`config.mk`:
```
export PLATFORM = sky130hd
export DESIGN_NAME = sys_bridge_timer_flat
export DESIGN_NICKNAME = d
export VERILOG_FILES = /design/src/rtl/sys_bridge_timer_if.sv /design/src/rtl/sys_bridge_timer.sv /design/src/flat_wrapper.sv
export SDC_FILE = /design/constraint.sdc
export NUM_CORES = 1
export LEC_CHECK = 0
export ABC_AREA = 1
export BUFFER_PORTS_ARGS = -buffer_cell sky130_fd_sc_hd__buf_2
export CAP_MARGIN = 20
export CELL_PAD_IN_SITES_DETAIL_PLACEMENT = 0
export CELL_PAD_IN_SITES_GLOBAL_PLACEMENT = 1
export CORE_MARGIN = 3
export CORE_UTILIZATION = 31
export CTS_CLUSTER_DIAMETER = 80
export CTS_CLUSTER_SIZE = 12
export DETAILED_ROUTE_END_ITERATION = 8
export GPL_TIMING_DRIVEN = 0
export PLACE_DENSITY = 0.73
export SLEW_MARGIN = 20
export SYNTH_ARGS = -nofsm -noshare
export SYNTH_HDL_FRONTEND = slang
export SYNTH_SLANG_ARGS = --single-unit
```
`constraint.sdc`:
```
create_clock -name clk -period 1.78 [get_ports clk]
set_input_delay 0.089 -clock clk [delete_from_list [all_inputs] [get_ports clk]]
set_output_delay 0.089 -clock clk [all_outputs]
set_load 0.005 [all_outputs]
```
`src/rtl/sys_bridge_timer_if.sv`:
```
// Data-bus bundle between the CPU MEM stage, this bridge and the external data memory.
// The master side is the CPU plus DM; the slave side is the bridge.
interface sys_bridge_timer_if;
    logic [31:0] cpu_addr;
    logic [31:0] cpu_wdata;
    logic [3:0]  cpu_byteen;
    logic [31:0] cpu_rdata;
    logic [31:0] dm_addr;
    logic [31:0] dm_wdata;
    logic [3:0]  dm_byteen;
    logic [31:0] dm_rdata;

    modport master (
        output cpu_addr, cpu_wdata, cpu_byteen, dm_rdata,
        input  cpu_rdata, dm_addr, dm_wdata, dm_byteen
    );

    modport slave (
        input  cpu_addr, cpu_wdata, cpu_byteen, dm_rdata,
        output cpu_rdata, dm_addr, dm_wdata, dm_byteen
    );
endinterface

```
`src/rtl/sys_bridge_timer.sv`:
```
// MEM-stage bridge: routes the CPU data bus to DM or to countdown timer(s), builds HWInt.
// Define SYS_BRIDGE_TIMER1_EN to add a second timer at TIMER_BASE+16 driving hw_int[1].
module sys_bridge_timer #(
    parameter logic [31:0] DM_END     = 32'h0000_2FFF,
    parameter logic [31:0] TIMER_BASE = 32'h0000_7F00
) (
    input  logic              clk,
    input  logic              reset,
    sys_bridge_timer_if.slave bus,
    input  logic              ext_int,
    output logic [5:0]        hw_int
);

`ifdef SYS_BRIDGE_TIMER1_EN
    localparam int NT = 2;
`else
    localparam int NT = 1;
`endif

    typedef enum logic [1:0] {T_IDLE, T_LOAD, T_CNT, T_INT} tstate_e;

    logic          r_ctrl   [NT];
    logic [31:0]   r_preset [NT];
    logic [31:0]   r_count  [NT];
    tstate_e       r_state  [NT];
    logic          r_irq    [NT];
    logic [3:0]    r_ctrl_q [NT];

    logic [3:0]    w_ctrl_nxt   [NT];
    logic [3:0]    w_ctrl_eff   [NT];
    logic [31:0]   w_preset_nxt [NT];
    logic [31:0]   w_count_nxt  [NT];
    tstate_e       w_state_nxt  [NT];
    logic          w_irq_nxt    [NT];
    logic          w_hit_t      [NT];
    logic          w_ctrl_wr    [NT];
    logic          w_pre_wr     [NT];

    logic          w_hit_dm;
    logic          w_wr_full;
    logic [1:0]    w_idx;

    // r_ctrl mirrors CTRL.EN for readability of the FSM; r_ctrl_q holds all four CTRL bits.
    always_comb begin
        for (int k = 0; k < NT; k++) r_ctrl[k] = r_ctrl_q[k][0];
    end

    // NOTE: every always_comb output gets a default before any branch, so no latch can be inferred.
    always_comb begin
        w_hit_dm  = (bus.cpu_addr <= DM_END);
        w_wr_full = (bus.cpu_byteen == 4'b1111);
        w_idx     = bus.cpu_addr[3:2];
        for (int k = 0; k < NT; k++) begin
            w_hit_t[k] = (bus.cpu_addr >= TIMER_BASE + 32'(16 * k)) &&
                         (bus.cpu_addr <= TIMER_BASE + 32'(16 * k + 11));
        end
    end

    assign bus.dm_addr   = bus.cpu_addr;
    assign bus.dm_wdata  = bus.cpu_wdata;
    assign bus.dm_byteen = w_hit_dm ? bus.cpu_byteen : 4'b0000;

    // Next-state logic; a CTRL write in the same cycle is seen as the live EN so the
    // IDLE->LOAD step happens on the write edge itself.
    always_comb begin
        for (int k = 0; k < NT; k++) begin
            w_ctrl_wr[k]    = w_hit_t[k] && w_wr_full && (w_idx == 2'd0);
            w_pre_wr[k]     = w_hit_t[k] && w_wr_full && (w_idx == 2'd1);
            w_ctrl_eff[k]   = w_ctrl_wr[k] ? bus.cpu_wdata[3:0] : r_ctrl_q[k];
            w_ctrl_nxt[k]   = w_ctrl_eff[k];
            w_preset_nxt[k] = w_pre_wr[k] ? bus.cpu_wdata : r_preset[k];
            w_count_nxt[k]  = r_count[k];
            w_state_nxt[k]  = r_state[k];
            w_irq_nxt[k]    = r_irq[k];

            unique case (r_state[k])
                T_IDLE: begin
                    if (w_ctrl_eff[k][0]) w_state_nxt[k] = T_LOAD;
                end
                T_LOAD: begin
                    w_count_nxt[k] = r_preset[k];
                    w_state_nxt[k] = T_CNT;
                end
                T_CNT: begin
                    if (!w_ctrl_eff[k][0]) begin
                        w_state_nxt[k] = T_IDLE;
                    end else if (r_count[k] == 32'd0) begin
                        w_state_nxt[k] = T_INT;
                        w_irq_nxt[k]   = 1'b1;
                    end else begin
                        w_count_nxt[k] = r_count[k] - 32'd1;
                    end
                end
                T_INT: begin
                    if (r_ctrl_q[k][2:1] == 2'b01) begin
                        w_irq_nxt[k]   = 1'b0;
                        w_state_nxt[k] = T_LOAD;
                    end else begin
                        if (!w_ctrl_wr[k]) w_ctrl_nxt[k][0] = 1'b0;
                        w_state_nxt[k] = T_IDLE;
                    end
                end
                default: w_state_nxt[k] = T_IDLE;
            endcase

            // An accepted CTRL write always wins over a flag set in the same cycle.
            if (w_ctrl_wr[k]) w_irq_nxt[k] = 1'b0;
        end
    end

    // NOTE: sequential state uses non-blocking assignments so all registers update from the same pre-edge values.
    always_ff @(posedge clk or negedge reset) begin
        if (!reset) begin
            for (int k = 0; k < NT; k++) begin
                r_ctrl_q[k] <= 4'b0;
                r_preset[k] <= 32'd0;
                r_count[k]  <= 32'd0;
                r_state[k]  <= T_IDLE;
                r_irq[k]    <= 1'b0;
            end
        end else begin
            for (int k = 0; k < NT; k++) begin
                r_ctrl_q[k] <= w_ctrl_nxt[k];
                r_preset[k] <= w_preset_nxt[k];
                r_count[k]  <= w_count_nxt[k];
                r_state[k]  <= w_state_nxt[k];
                r_irq[k]    <= w_irq_nxt[k];
            end
        end
    end

    always_comb begin
        bus.cpu_rdata = 32'h0;
        if (w_hit_dm) begin
            bus.cpu_rdata = bus.dm_rdata;
        end else begin
            for (int k = 0; k < NT; k++) begin
                if (w_hit_t[k]) begin
                    unique case (w_idx)
                        2'd0:    bus.cpu_rdata = {28'd0, r_ctrl_q[k]};
                        2'd1:    bus.cpu_rdata = r_preset[k];
                        2'd2:    bus.cpu_rdata = r_count[k];
                        default: bus.cpu_rdata = 32'h0;
                    endcase
                end
            end
        end
    end

    always_comb begin
        hw_int = 6'b0;
        for (int k = 0; k < NT; k++) hw_int[k] = r_irq[k] & r_ctrl_q[k][3];
        hw_int[2] = ext_int;
    end

endmodule

```
`src/flat_wrapper.sv`:
```
// flat-port wrapper written by rule: the top's interface ports become plain ports
module sys_bridge_timer_flat 
#(
    parameter logic [31:0] DM_END     = 32'h0000_2FFF,
    parameter logic [31:0] TIMER_BASE = 32'h0000_7F00
)
  (clk, reset, ext_int, hw_int, bus_cpu_addr, bus_cpu_wdata, bus_cpu_byteen, bus_dm_rdata, bus_cpu_rdata, bus_dm_addr, bus_dm_wdata, bus_dm_byteen);
  sys_bridge_timer_if bus_i ();
  input  logic clk;
  input  logic reset;
  input  logic ext_int;
  output logic [5:0] hw_int;
  input wire logic [$bits(bus_i.cpu_addr)-1:0] bus_cpu_addr;
  input wire logic [$bits(bus_i.cpu_wdata)-1:0] bus_cpu_wdata;
  input wire logic [$bits(bus_i.cpu_byteen)-1:0] bus_cpu_byteen;
  input wire logic [$bits(bus_i.dm_rdata)-1:0] bus_dm_rdata;
  output wire logic [$bits(bus_i.cpu_rdata)-1:0] bus_cpu_rdata;
  output wire logic [$bits(bus_i.dm_addr)-1:0] bus_dm_addr;
  output wire logic [$bits(bus_i.dm_wdata)-1:0] bus_dm_wdata;
  output wire logic [$bits(bus_i.dm_byteen)-1:0] bus_dm_byteen;
  assign bus_i.cpu_addr = bus_cpu_addr;
  assign bus_i.cpu_wdata = bus_cpu_wdata;
  assign bus_i.cpu_byteen = bus_cpu_byteen;
  assign bus_i.dm_rdata = bus_dm_rdata;
  assign bus_cpu_rdata = bus_i.cpu_rdata;
  assign bus_dm_addr = bus_i.dm_addr;
  assign bus_dm_wdata = bus_i.dm_wdata;
  assign bus_dm_byteen = bus_i.dm_byteen;
  sys_bridge_timer #(.DM_END(DM_END), .TIMER_BASE(TIMER_BASE)) u_core (.clk(clk), .reset(reset), .bus(bus_i), .ext_int(ext_int), .hw_int(hw_int));
endmodule
```
* Word-level counts from Yosys, hierarchy flattened
Index checks and enable logic that the tools add are counted.
Storage, ports and cells: bits in writable memories 0, bits of input ports 103, bits in read-only memories 0, bits in registers 71, logic and storage cells 58, memories 0, latch bits 0, output and inout bits 106
Operators by class: reduce and logical (&&, ||, !) cells 12, divide/modulo/power cells 0, shift-type cells 0, magnitude comparators 3, eq/ne operators 14, multiplexer cells 21, bitwise operators 1, $mul 0, add/sub/neg operators 1
Operators by type and width (number):
- 32-bit two-way mux | 4
- 32-bit case mux with 3 select lines | 1
- 32-bit case mux with 2 select lines | 1
- 32-bit by 15-bit greater-or-equal comparator with 1-bit output, second input constant | 1
- 32-bit by 14-bit less-or-equal comparator with 1-bit output, second input constant | 1
- 32-bit by 15-bit less-or-equal comparator with 1-bit output, second input constant | 1
- 32-bit zero test | 1
- 32-bit by 1-bit subtractor with 32-bit output, second input constant | 1
- 1-bit two-way mux | 9
- 3-bit by 1-bit inequality test with 1-bit output, second input constant | 3
- 2-bit case mux with 4 select lines | 1
- 2-bit by 1-bit equality test with 1-bit output, second input constant | 3
- 2-bit equality test, second input constant | 3
- 2-bit two-way mux | 3
- 4-bit equality test, second input constant | 1
- 1-bit logical AND | 4
- 2-bit zero test | 2
- 4-bit two-way mux | 1
- 2-bit by 1-bit inequality test with 1-bit output, second input constant | 2
- 4-bit AND reduction | 1
- 3-bit inequality test, second input constant | 1
- 3-bit AND reduction | 1
- 3-bit nonzero test | 1
- 2-bit inequality test, second input constant | 1
- 4 further kinds | 4

* Logic depth before layout (Yosys ltp)
depth in word-level cells 8, gate-level depth with buffers 12, gate-level depth less buffers 12

* Worst setup path before layout
OpenSTA, ideal clock, no wires.
path type flip-flop to flip-flop, from register u_core.r_count[0] (netlist bit), to register u_core.r_count[0] (netlist bit), clock period less this slack 1.807 ns, cell stages (with the launch flop) 11, slack -0.027 ns, setup time 0.117 ns, buffers on the path 2, arrival 1.690 ns, required time 1.663 ns, cell sequence dfrtp_1 -> inv_1 -> ha_1 -> nand3_2 -> nor2_4 -> nand4_1 -> or2_1 -> buf_2 -> buf_2 -> nand4_1 -> nand2_1
Between the ends: word-level cells in the longest chain between the ends 4, elaborated cells between the ends (all ways) 7, classes of those cells 1 x add/sub; 1 x eq/ne; 3 x mux; 2 x reduce/logical
RTL lines:
- start, declared | line sys_bridge_timer.sv:24 | logic [31:0] r_count [NT];
- start signal, assigned by index | line sys_bridge_timer.sv:125 | r_count[k] <= w_count_nxt[k];
- 32-bit by 1-bit subtractor with 32-bit output | line sys_bridge_timer.sv:91 | w_count_nxt[k] = r_count[k] - 32'd1;
- 32-bit two-way mux | line sys_bridge_timer.sv:87 | end else if (r_count[k] == 32'd0) begin
- 32-bit two-way mux | line sys_bridge_timer.sv:85 | if (!w_ctrl_eff[k][0]) begin
- 32-bit case mux with 2 select lines | line sys_bridge_timer.sv:76 | unique case (r_state[k])
Several ways; a longest one is shown, not always the timed one. The select of a mux whose other input is x is not followed. A chain may end at the register's enable or synchronous reset.

* Worst setup path after layout
from register u_core.r_count[0] (netlist bit), to register u_core.r_count[18] (netlist bit)
Same word-level chain as after synthesis.

==> summary.md <==
| Metric | Value |
|---|---|
| CTS Buffer Depth | 2 |
| Number of enable flip-flop cells after synthesis | 0 |
| Flops & latches, synth | 71 |
| Hold Path Class | in -> reg |
| Total GRT Usage | 0.2186 |
| Via Count | 6,661 |
| Crit Path Category | reg -> reg |
| Total Wirelength | 22.96 mm |
| Pwr per Cell Area | 482.0 mW/mm2 |
| Skew-Pair Late Insertion Delay | 350 ps |
| Clk sinks | 71 |
| Routed vias/inst | 4.816 |
| Crit-path max FO | 6 |
| Port buffer count | 201 |
| Syn_area_per_cell | 6.599 um2 |
| Syn-to-layout area delta | 44.94% |
| Post-synth top area cell | dfrtp_1 |
| Data required time of the worst path | 2060 ps |
| Synth Instances | 875 |
| Die area | 0.02030 mm2 |
| Share of cells above drive strength 1 | 0.3873 |
| Period minus WS final | 1957 ps |
| Ys flop type | dfrtp_1 |
| Fin crit share | 1.100 |
| CP startpoint kind | flop |
| Die Ht | 142.5 um |
| Sequential-to-total area share from yosys stat | 0.3077 |
| Fmax | 510.9 MHz |
| DP HPWL | 17.23 mm |
| Status | complete, but fails checks |
| R2R depth | 12 |
| Skew final | 10.10 ps |
| Clk pin slew, worst setup/hold paths | 60 ps |
| Worst Tran Pin Value | 611.1 ps |
| Final setup TNS | -3460 ps |
| 1st-pass router iterations | 4 |
| Leak pwr | 4.641 nW |
| Placement Cell Area | 0.007111 mm2 |
| Unique masters post-synth | 37 |
| Fin worst setup slack | -177.4 ps |
| # setup viols final | 32 |
| CP endpoint kind | flop |
| RSZ-0062 raised after global routing | yes |
| Filler cells | 1,906 |
| Max Slew Vio Count | 0 |
| Die Span X | 142.5 um |
| DR iter-0 viols | 447 |
| Antenna Cells | 0 |
| Inserted Clock Buffers | 9 |
| Top-area cell type share of the netlist area | 0.3077 |
| RD Place Congestion | 0.9533 |
| First-pass GRT wire length | 34.25 mm |
| Initial antenna violation count | 0 |
| Pwr Total | 4.034 mW |
| Number of core rows | 49 |
| I/O pin count | 209 |
| Peak supply drop | 444.0 uV |
| Vias in the first global route | 6,178 |
| Pin count of the biggest net entering global routing | 50 |
| Yosys warnings | 0 |
| # DRC | 0 |
| Place WS | -691.3 ps |
| Synthesized area | 0.005774 mm2 |
| Final hold vios | 0 |
| Worst hold path depth | 2 |
| Root buf cell | clkbuf_16 |
| Core area | 0.01815 mm2 |
| Max_cap viols | 0 |
| Initial Utilization | 0.3182 |
| CP arrival | 2240 ps |
| Wire per inst | 16.60 um |
| Final nets | 1,257 |
| Main area contributors after synthesis | dfrtp_1 31%, nand2_1 19%, buf_4 9.0% |
| Relative slew slack | 0.5926 |
| Htree depth | 3 |
| Design Area, Final | 0.008369 mm2 |
| DRT antenna net count | 0 |
| Remaining Overflow, GRT | 0 |
| Failing checks | setup timing |
| Async SR Flop Fraction | 1.000 |
| CTS tree | done |
==> timing repair <==
action / 4_1_cts / 5_1_grt
hold endpoints to repair: 47 / 0
gates resized for setup: 80 / 73
setup buffers: 24 / 11
pin swaps: 15 / 12
hold buffers: 26 / 0
endpoints found under the setup margin: 91 / 75
gates cloned: 2 / 0
==> synth_stat cells, drive strengths merged (3+ instances only) <==
cell	number
nand2	297
nor2	96
buf	88
nand3	72
dfrtp	71
inv	70
o21ai	54
nand4	42
mux2	29
clkbuf	20
o22ai	7
a21oi	5
ha	5
a31oi	3
==> cells by family (layout without fill, tap and decap cells) <==
kind of cell             count (synthesis)  count (layout)  share of synthesized area
AND/OR/NAND/NOR                        515             515                     0.3855
buffers and inverters                  178             454                     0.1666
AO/OA/AOI/OAI                           75              75                    0.07064
other                                    1               4                  0.0006494
flip-flops                              71              71                     0.3077
XOR/XNOR                                 1               1                   0.001517
adder cells (fa/ha/maj)                  5               5                    0.01083
multiplexers                            29              29                    0.05655
==> layout make-up <==
cell class | instances | area, um2 | share of cell area
buffer | 104 | 757.0 | 0.09045
sequential | 71 | 1792 | 0.2141
timing repair buffer | 264 | 1623 | 0.1939
inverter | 70 | 262.8 | 0.03139
tap | 229 | 286.5 | 0.03424
clock buffer | 13 | 270.3 | 0.03229
multi-input combinational | 629 | 3338 | 0.3989
clock inverter | 3 | 40.04 | 0.004784
==> path summary, 6_finish.rpt <==
check                                         from                   to  slack [ps]
worst max-delay path             u_core.r_count[0]   u_core.r_count[18]        -180
worst min-delay path             bus_cpu_wdata[12]  u_core.r_preset[12]           2
max in group asynchronous                    reset   u_core.r_count[14]         980
min in group asynchronous                    reset  u_core.r_preset[22]         190
worst max register to register   u_core.r_count[0]   u_core.r_count[18]        -180
worst min register to register  u_core.r_preset[6]   u_core.r_preset[6]         490
==> per-stage QoR <==
step | cells | utilization | hold WS [ps]
after floorplan | 878 | - | -206.6
after global placement | 1308 | 0.3902 | 315.7
after detailed placement | 1309 | 0.3918 | 26.74
after CTS | 1376 | 0.4487 | 1.956
after global routing | 1383 | 0.4612 | 5.598
final | 1383 | 0.4612 | 1.519
==> cells in the final DEF, fill, tap and decap left out, types with 4 or more instances in the layout <==
master and instances:
buf_2 208, clkbuf_2 10, mux2_2 5, a21oi_1 5
buf_6 5, dfrtp_1 59, nand2_2 26, inv_1 66
clkbuf_8 4, nand4_1 41, nand2_1 265, nor2_1 68
o22ai_1 7, dlygate4sd3_1 26, o21ai_0 52, buf_4 103
dfrtp_2 12, conb_1 4, buf_8 4, inv_2 4
clkbuf_16 9, nand2_4 6, clkbuf_1 4, nor2_4 16
nor2_2 12, mux2_1 24, nand3_4 4, nand3_1 66
==> per-layer routing <==
metal,GRT usage,up-vias,routed length (um)
met4,0.08054,0,588
met2,0.3667,236,10770
met5,0,-,0
met3,0.02789,40,1284
met1,0.2882,3073,10320
li1,-,3312,-
==> power breakdown <==
group / internal [mW] / switching, mW
combinational: 0.276 / 0.207
sequential: 1.61 / 0.0000143
clock: 1.20 / 0.740
==> state kept, by name, summed over array words and instances, names as in the netlist <==
name             count
u_core.r_count      32
u_core.r_state       2
u_core.r_preset     32
u_core.r_irq         1
u_core.r_ctrl_q      4
==> worst max-delay path, stage by stage, from the launching register on <==
cell	delay [ps]
dfrtp_1	400
inv_2	90
ha_4	160
nand3_4	90
nor2_4	120
nand4_1	150
or2_1	250
buf_6	140
nand3_4	130
buf_12	140
buf_8	120
nand2_2	50
nand2_1	60
No activity file was read; power rests on OpenSTA's default activity.
